==> src/rtl/segasys1_vtiming.sv <==
`default_nettype none
// ============================================================================
//  Module      : segasys1_vtiming
//  Description : System 1/2 video timing generator and pixel output stage.
//                Divides clk48M to a 6 MHz pixel enable, runs the PH/PV beam
//                counters, captures POUT once per pixel and drives expanded
//                24-bit RGB with blanking and syncs.
//  Revision    : 1.0 - initial release
// ============================================================================
module segasys1_vtiming #(
   parameter int HTOTAL   = 384,
   parameter int HACT     = 256,
   parameter int HS_START = 304,
   parameter int HS_LEN   = 32,
   parameter int VTOTAL   = 264,
   parameter int VACT     = 224,
   parameter int VS_START = 236,
   parameter int VS_LEN   = 3
) (
   input  logic       clk48M,
   input  logic       reset_n,
   input  logic [3:0] HOFFS,
   input  logic [7:0] POUT,
   output logic [8:0] PH,
   output logic [8:0] PV,
   output logic       CE_PIX,
   output logic [7:0] R,
   output logic [7:0] G,
   output logic [7:0] B,
   output logic       HBLANK,
   output logic       VBLANK,
   output logic       HSYNC,
   output logic       VSYNC
);

   localparam logic [8:0]        c_h_last   = 9'(HTOTAL - 1);
   localparam logic [8:0]        c_v_last   = 9'(VTOTAL - 1);
   localparam logic [8:0]        c_hact     = 9'(HACT);
   localparam logic [8:0]        c_vact     = 9'(VACT);
   localparam logic [8:0]        c_vs_start = 9'(VS_START);
   localparam logic [8:0]        c_vs_end   = 9'(VS_START + VS_LEN);
   localparam logic signed [9:0] c_hs_start = 10'(HS_START);
   localparam logic signed [9:0] c_hs_len   = 10'(HS_LEN);

   logic [2:0] r_div;
   logic       r_ce;
   logic [8:0] r_ph;
   logic [8:0] r_pv;
   logic [3:0] r_hoffs;

   logic       r_hb;
   logic       r_vb;
   logic       r_hs;
   logic       r_vs;
   logic [7:0] r_r;
   logic [7:0] r_g;
   logic [7:0] r_b;

   logic              w_h_last;
   logic              w_v_last;
   logic signed [9:0] w_hoffs_x4;
   logic signed [9:0] w_hs0;
   logic signed [9:0] w_ph_s;
   logic              w_hb;
   logic              w_vb;
   logic              w_hs;
   logic              w_vs;
   logic [2:0]        w_pr;
   logic [2:0]        w_pg;
   logic [1:0]        w_pb;

   assign w_h_last = (r_ph == c_h_last);
   assign w_v_last = (r_pv == c_v_last);

   // Offset is in units of 4 pixels; sign-extend and scale to 10-bit signed.
   assign w_hoffs_x4 = {{4{r_hoffs[3]}}, r_hoffs, 2'b00};
   assign w_hs0      = c_hs_start + w_hoffs_x4;
   assign w_ph_s     = {1'b0, r_ph};

   assign w_hb = (r_ph >= c_hact);
   assign w_vb = (r_pv >= c_vact);
   assign w_hs = (w_ph_s >= w_hs0) && (w_ph_s < (w_hs0 + c_hs_len));
   assign w_vs = (r_pv >= c_vs_start) && (r_pv < c_vs_end);

   assign w_pr = POUT[2:0];
   assign w_pg = POUT[5:3];
   assign w_pb = POUT[7:6];

   // Pixel divider; the enable is registered one count early so that it is
   // high exactly while the divider sits at 7 and is glitch-free.
   always_ff @(posedge clk48M or negedge reset_n) begin
      if (!reset_n) begin
         r_div <= 3'd0;
         r_ce  <= 1'b0;
      end else begin
         r_div <= r_div + 3'd1;
         r_ce  <= (r_div == 3'd6);
      end
   end

   // Beam counters; the sync offset is latched only at frame start so a
   // mid-frame change never produces a torn line.
   always_ff @(posedge clk48M or negedge reset_n) begin
      if (!reset_n) begin
         r_ph    <= 9'd0;
         r_pv    <= 9'd0;
         r_hoffs <= 4'd0;
      end else if (r_ce) begin
         if (w_h_last) begin
            r_ph <= 9'd0;
            if (w_v_last) begin
               r_pv    <= 9'd0;
               r_hoffs <= HOFFS;
            end else begin
               r_pv <= r_pv + 9'd1;
            end
         end else begin
            r_ph <= r_ph + 9'd1;
         end
      end
   end

   // Output stage: flags and colour for the pre-increment beam position.
   always_ff @(posedge clk48M or negedge reset_n) begin
      if (!reset_n) begin
         r_hb <= 1'b0;
         r_vb <= 1'b0;
         r_hs <= 1'b0;
         r_vs <= 1'b0;
         r_r  <= 8'd0;
         r_g  <= 8'd0;
         r_b  <= 8'd0;
      end else if (r_ce) begin
         r_hb <= w_hb;
         r_vb <= w_vb;
         r_hs <= w_hs;
         r_vs <= w_vs;
         if (w_hb || w_vb) begin
            r_r <= 8'd0;
            r_g <= 8'd0;
            r_b <= 8'd0;
         end else begin
            r_r <= {w_pr, w_pr, w_pr[2:1]};
            r_g <= {w_pg, w_pg, w_pg[2:1]};
            r_b <= {w_pb, w_pb, w_pb, w_pb};
         end
      end
   end

   assign PH     = r_ph;
   assign PV     = r_pv;
   assign CE_PIX = r_ce;
   assign R      = r_r;
   assign G      = r_g;
   assign B      = r_b;
   assign HBLANK = r_hb;
   assign VBLANK = r_vb;
   assign HSYNC  = r_hs;
   assign VSYNC  = r_vs;

endmodule
`default_nettype wire

==> config.mk <==
export PLATFORM = sky130hd
export DESIGN_NAME = segasys1_vtiming
export DESIGN_NICKNAME = d
export VERILOG_FILES = /design/src/rtl/segasys1_vtiming.sv
export SDC_FILE = /design/constraint.sdc
export NUM_CORES = 1
export LEC_CHECK = 0
export ABC_AREA = 1
export CORE_MARGIN = 10
export CORE_UTILIZATION = 53
export CTS_CLUSTER_DIAMETER = 30
export CTS_CLUSTER_SIZE = 10
export DETAILED_ROUTE_END_ITERATION = 6
export GPL_TIMING_DRIVEN = 1
export PLACE_DENSITY_LB_ADDON = 0.05
export SYNTH_ARGS = -nofsm -noshare
export SYNTH_HDL_FRONTEND = slang
export SYNTH_SLANG_ARGS = --single-unit
==> constraint.sdc <==
create_clock -name clk48M -period 3.97 [get_ports clk48M]
set_input_delay 0.794 -clock clk48M [delete_from_list [all_inputs] [get_ports clk48M]]
set_output_delay 0.794 -clock clk48M [all_outputs]
set_load 0.005 [all_outputs]
### Word level (Yosys, flattened, before mapping)

Index checks and enable logic that the tools add are counted.

* memories kept: 0
* ROM bits: 0
* input port bits: 14
* latch bits: 0
* bits in registers: 54
* bits in writable memories: 0

* bitwise logic cells: 0
* add/subtract/negate cells: 5
* reduce and logical (&&, ||, !) cells: 5
* multiply operators: 0
* muxes and demuxes: 5
* divide/modulo/power cells: 0
* shifts and indexed selects: 0
* order comparisons: 6
* eq/ne operators: 3

Operators by type and width (number)
* 8-bit two-way mux: 3
* 9-bit by 1-bit adder with 9-bit output, second input constant: 2
* 9-bit equality test, second input constant: 2
* 9-bit by 8-bit greater-or-equal comparator with 1-bit output, second input constant: 2
* 9-bit two-way mux: 2
* 10-bit by 6-bit adder with 10-bit output, first input constant: 1
* 10-bit by 7-bit adder with 10-bit output, second input constant: 1
* 10-bit greater-or-equal comparator: 1
* 10-bit < comparator: 1
* 9-bit greater-or-equal comparator, second input constant: 1
* 9-bit by 8-bit < comparator with 1-bit output, second input constant: 1
* 3-bit by 1-bit adder with 3-bit output, second input constant: 1
* 3-bit equality test, second input constant: 1
* 3-bit AND reduction: 1
* 1-bit logical AND: 2
* 2-bit AND reduction: 1
* 1-bit logical OR: 1

### Depth between registers and ports, before layout

Gate-level depths: netlist of the first run.

* word-level depth: 4
* mapped depth: 11
* depth with buffers taken out: 11

### Worst setup path before layout of the first run

OpenSTA, ideal clock, no wires.

* path kind: register to register
* start: register r_hoffs[2]
* end: register r_hs, in the netlist HSYNC
* clock period less this slack: 1.554 ns
* arrival: 1.489 ns
* buffers on the path: 0
* cell stages (with the launch flop): 10
* path slack: 2.416 ns
* cells stage by stage: dfrtp_1 -> inv_1 -> ha_1 -> inv_1 -> nand2_1 -> ha_1 -> and3_1 -> a21oi_1 -> nand2_1 -> nand2_1

* word-level cells in the longest chain between the ends: 4
* elaborated cells on any way between the ends: 5

RTL lines
* start, declared: line 49 `logic [3:0] r_hoffs;`
* start signal, assigned: line 107 `r_hoffs <= 4'd0;`
* start signal, assigned: line 113 `r_hoffs <= HOFFS;`
* 10-bit by 6-bit adder with 10-bit output (*): line 77 `assign w_hs0 = c_hs_start + w_hoffs_x4;`
* 10-bit by 7-bit adder with 10-bit output: line 82 `assign w_hs = (w_ph_s >= w_hs0) && (w_ph_s < (w_hs0 + c_hs_len));`
* 10-bit < comparator: line 82
* 1-bit logical AND (*): line 82
* end signal, assigned: line 136 `r_hs <= w_hs;`
* end, declared: line 53 `logic r_hs;`

Every way passes the cells marked *; elsewhere a longest branch is shown, timed or not.
A chain may end at the register's enable or synchronous reset.

### Worst setup path in the final report of the first run

* start: register r_ce, in the netlist CE_PIX
* end: output CE_PIX

RTL lines
* start, declared: line 46 `logic r_ce;`
* start signal, assigned: line 97 `r_ce <= (r_div == 3'd6);`
* end, declared: line 26 `output logic CE_PIX,`

No word-level cell between the ends.

==> flow_summary.ini, run 1 <==
[status]
outcome = completed

[routing]
drt_wl_total_um = 5280
dr.pass1.iters = 5
drt-vias-per-instance = 4.934
vias = 1949
first_iter_violations = 98
ant_nets = 0
drc = 0
routedWlPerCell_um = 13.37

[placement]
port-buffer-count = 60
place_congestion = 0.8592
hpwl_um = 4189

[setup_path]
arrival_ns = 1.46
start_kind = flop
cp.required_ns = 3.18
crit_path_top_delay_cell = clkdlybuf4s50_1
crit_path_end_kind = primary output
crit_family = buffers and inverters
slowest_delay_ns = 0.60
crit_path_max_fanout = 13
worst-setup-path-type = flop to primary output
path_cells = clkdlybuf4s50_1
path_buf_inv = 1

[power_and_ir_drop]
switching_share_pct = 21.34
power.switching_w = 0.0001514
comb_power_share_pct = 7.1
peakVddDrop_uv = 184.9
p_leak_nw = 1.577
clkPwrFrac_pct = 37.2
power.density_nw_per_um2 = 239.0
seq_power_share_pct = 55.7
intPower_w = 0.0005581

[synth]
synthTopCellsByArea = dfrtp_1, nand2_1, ha_1, inv_1, nand3_1
synth.net_count = 328
ys_ff_latch = 38
ys_async_sr_fraction_pct = 100.0
synth.distinct_cells = 27
avgSynthCellArea_sq_um = 7.972
synth_area_leader_cell = dfrtp_1
netlist_area_sq_um = 2360
netlist_instances = 296
synth_flop_cell = dfrtp_1
synth_enable_flop_cells = 0
synth_top_area_share_pct = 40.30
seq_area_frac_synth_pct = 40.30
ys_warn_count = 0

[global_routing]
antenna_found_initial = 0
grt_pass1_vias = 1863
grt.total_usage_pct = 14.49
grt_pass1_wl_um = 8976
overflow = 0
grt_start_max_net_pins = 39

[floorplan]
start_util_pct = 54.57
die_area_sq_um = 7521
die_x_um = 86.73
ios = 61
core_sq_um = 4324
die_h_um = 86.73
rows = 24

[timing]
hold_viol = 0
setup_viol = 0
max_freq_mhz = 444.1
finalCritPeriodShare_pct = 56.72
tightest_slew_ns = 0.8454
slew_viol_final = 0
finClkSkew_ns = 0.01281
slew_headroom_pct = 43.64
setup_tns_ns = 0
rsz0062_at_grt = false
min_period_ns = 2.252

[layout]
fillers = 376
layout_common_cells = nand2_1, clkdlybuf4s50_1, inv_1
drive_gt1_share_pct = 6.706
layout_commonest_cell = nand2_1
fin_util_pct = 68.66
area_growth_pct = 25.82
num_antenna_cells = 0
nNetsFinal = 376

[clock_network]
clockBufferDepth = 2
cts.repair.resized = 0
cts_tree = done
root_buffer = clkbuf_8
ctsHoldBuffers = 0
cts_setup_buffers = 0
numCtsBuffers = 5
htreeDepth = 2
clock_latency_ns = 0.29
cts_num_sinks = 38
cts.reportedPaths.clkPinSlew_ns = 0.06

[worst_hold_path]
hold_path_class = flop to flop

[run]
maxCapViolCount = 0
power groups by stage:
stage	logic [W]	clock network, W	registers, W
floorplan	0.0000168	0	0.000403
global placement	0.0000518	0	0.000402
detailed placement	0.0000525	0	0.000403
CTS	0.0000525	0.000270	0.000395
global route	0.0000559	0.000286	0.000396
finish	0.0000507	0.000264	0.000395
final timing paths:
| check | endpoint | depth (start not counted) | slack, ns | start |
|---|---|---|---|---|
| worst max-delay path | CE_PIX | 1 | 1.72 | CE_PIX |
| worst min-delay path | r_div[0] | 1 | 0.45 | r_div[0] |
| worst max register to register | HSYNC | 11 | 2.19 | r_hoffs[2] |
| worst min register to register | r_div[0] | 1 | 0.45 | r_div[0] |
| max in group asynchronous | G[4] | 1 | 2.82 | reset_n |
| min in group asynchronous | r_div[2] | 1 | 0.61 | reset_n |
metrics by stage:
stage               cell area [sq um]  hold WS, ns  instances  worst slack [ns]   power, W
CTS                              2969       0.4602        395             1.690  0.0007179
floorplan                        2360       0.4182        296             2.416  0.0004196
global route                     2969       0.4912        395             1.620  0.0007379
detailed placement               2887       0.4508        389             2.000  0.0004551
finish                           2969       0.4536        395             1.718  0.0007095
global placement                 2887       0.4351        389             2.015  0.0004540
synth_stat cells, types with 2 or more instances:
library cell   n
inv_1         47
nor2_2         3
buf_2          2
nor2_1        17
nand4_1        6
dfrtp_1       38
a21oi_1        6
nor3_2         2
o21ai_0       13
nand3_1       27
ha_1          18
xor2_1         5
nor2_4         2
nand2_2        2
o21ai_1        6
nand2_4        3
buf_4         16
nand2_1       74
registers in the layout, indices dropped and copies added, names as in the netlist:
signal,flops
PV,9
CE_PIX,1
PH,9
R,3
HBLANK,1
VSYNC,1
B,2
r_hoffs,4
VBLANK,1
G,3
r_div,3
HSYNC,1
worst register-to-register path: stages, from the launching register on:
cell and delay (ns):
dfrtp_1 0.44, inv_1 0.09, ha_1 0.20, nand2_1 0.08
inv_1 0.05, ha_1 0.32, nand2_1 0.13, inv_1 0.05
a21oi_1 0.12, nand3_1 0.09, nand2_1 0.08, nand2_1 0.04
layout make-up:
| cell class | instances | area [sq um] | share of cell area, % |
|---|---|---|---|
| repair buffers | 60 | 595.6 | 20.06 |
| clock buffers | 6 | 82.58 | 2.781 |
| well taps | 52 | 65.06 | 2.191 |
| inverters | 47 | 176.4 | 5.942 |
| flip-flops and latches | 38 | 950.9 | 32.03 |
| multi-input cells | 192 | 1099 | 37.00 |
routing by layer:
layer	wire (um)	part of all wire [%]	GRT usage (%)	vias up
met5	0	0	0	-
met4	36	0.68	3.535	0
met3	335	6.3	4.503	4
met2	2638	50	24.36	41
met1	2269	43	17.54	894
li1	-	-	-	1010
kinds of logic after synthesis:
| kind of cell | Yosys count | synth area share, % |
|---|---|---|
| DFF | 38 | 40.30 |
| and+or+nand+nor | 140 | 28.21 |
| AOI/OAI and AO/OA | 28 | 6.257 |
| xor gates and xnor gates | 6 | 2.545 |
| buffers and inverters | 66 | 13.15 |
| adders and majority gates | 18 | 9.544 |
No activity file was read; power rests on OpenSTA's default activity.
==> inputs of run 2 (changes only) <==
--- a/config.mk
+++ b/config.mk
@@ -7,7 +7,7 @@
 export LEC_CHECK = 0
 export ABC_AREA = 1
 export CORE_MARGIN = 10
-export CORE_UTILIZATION = 53
+export CORE_UTILIZATION = 49
 export CTS_CLUSTER_DIAMETER = 30
 export CTS_CLUSTER_SIZE = 10
 export DETAILED_ROUTE_END_ITERATION = 6
==> constraint.sdc (replaced) <==
create_clock -name clk48M -period 2.1 [get_ports clk48M]
set_input_delay 0.42 -clock clk48M [delete_from_list [all_inputs] [get_ports clk48M]]
set_output_delay 0.42 -clock clk48M [all_outputs]
set_load 0.005 [all_outputs]
==> run 2 against run 1 <==
Net effect:
- register-to-register slack got worse by 1.9 ns
- largest cell class unchanged
- hold slack got worse by 0.34 ns
- sequential power rose by 89%
==> flow_summary.ini, run 2 (synthesis gave the netlist of run 1 again) <==
[routing]
routedWlPerCell_um = 13.54
vias = 1978
first_iter_violations = 100
drt_wl_total_um = 5428
drt-vias-per-instance = 4.933
drc = 0
dr.pass1.iters = 5
ant_nets = 0

[layout]
drive_gt1_share_pct = 7.781
nNetsFinal = 378
fillers = 428
fin_area_sq_um = 2999
area_growth_pct = 27.09
layout_commonest_cell = nand2_1
layout_common_cells = nand2_1, clkdlybuf4s50_1, inv_1
num_antenna_cells = 0

[clock_network]
cts_num_sinks = 38
cts.repair.resized = 0
ctsHoldBuffers = 0
clock_latency_ns = 0.30
numCtsBuffers = 5
cts_setup_buffers = 0
cts.reportedPaths.clkPinSlew_ns = 0.08
cts_tree = done
clockBufferDepth = 2
root_buffer = clkbuf_8
htreeDepth = 2

[timing]
slew_viol_final = 0
finalCritPeriodShare_pct = 91.72
tightest_slew_ns = 0.5735
rsz0062_at_grt = false
slew_headroom_pct = 61.77
setup_tns_ns = 0
hold_viol = 0
setup_ws_ns = 0.1740
max_freq_mhz = 519.2
setup_viol = 0
finClkSkew_ns = 0.009457
hold-worst-slack_ns = 0.1120
min_period_ns = 1.926

[placement]
place_congestion = 0.8510
port-buffer-count = 60
dpl_cell_area_sq_um = 2904
post-place-ws_ns = 0.3230
hpwl_um = 4284

[status]
outcome = completed

[setup_path]
start_kind = flop
crit_path_max_fanout = 13
crit_path_top_delay_cell = dfrtp_1
path_cells = clkdlybuf4s50_1
worst-setup-path-type = flop to primary output
slowest_delay_ns = 0.61
crit_path_end_kind = primary output
cp.required_ns = 1.68
crit_family = flip-flops
arrival_ns = 1.51
path_buf_inv = 1

[floorplan]
start_util_pct = 50.29
core_sq_um = 4692
rows = 25
ios = 61
die_x_um = 89.40
die_h_um = 89.40
die_area_sq_um = 7991

[worst_hold_path]
hold_path_class = input port to async pin

[global_routing]
grt_pass1_vias = 1911
grt.total_usage_pct = 13.96
grt_pass1_wl_um = 8887
grt_start_max_net_pins = 27
overflow = 0
antenna_found_initial = 0

[power_and_ir_drop]
power.density_nw_per_um2 = 458.4
p_leak_nw = 1.591
finalPower_w = 0.001375
peakVddDrop_uv = 401.9

[run]
maxCapViolCount = 0
run 2: cell types whose count changed in the layout (fill, tap and decap cells not counted), sizes merged:
| cell | before | now |
|---|---|---|
| buf | 1 | 3 |
| clkinv | 0 | 1 |
| clkinvlp | 0 | 1 |
run 2: path summary, 6_finish.rpt:
path	depth (start not counted)	start	to	slack, ns
min in group clk48M	1	r_div[0]	r_div[0]	0.45
setup / recovery	1	CE_PIX	CE_PIX	0.17
max in group asynchronous	2	reset_n	G[5]	1.45
setup reg to reg	4	CE_PIX	R[5]	0.31
hold / removal	1	reset_n	r_hoffs[0]	0.11
hold reg to reg	1	r_div[0]	r_div[0]	0.45
run 2: power breakdown:
group,internal [W],switching (W)
clock,0.000264,0.000266
sequential,0.000739,0.00000729
combinational,0.0000646,0.0000339
total,0.00107,0.000307
run 2: per-layer routing:
metal | vias up | share of wire, % | wire, um | track usage, %
met5 | - | 0 | 0 | 0
met1 | 916 | 42 | 2287 | 16.10
met3 | 8 | 7.1 | 388 | 4.467
li1 | 1014 | - | - | -
met2 | 40 | 50 | 2694 | 24.09
met4 | 0 | 1.1 | 58 | 4.046
run 2: cell type report:
class / count / area [sq um] / area share (%)
multi-input cells: 192 / 1099 / 36.63
flip-flops and latches: 38 / 950.9 / 31.71
repair buffers: 62 / 610.6 / 20.36
inverters: 47 / 176.4 / 5.882
clock buffers: 6 / 82.58 / 2.753
well taps: 54 / 67.56 / 2.253
clock inverters: 2 / 12.51 / 0.4172
run 2: stage by stage:
stage               cells  utilization, %
finish                401           63.92
detailed placement    393           61.89
floorplan             296               -
CTS                   401           63.92
global placement      393           61.89
global route          401           63.92
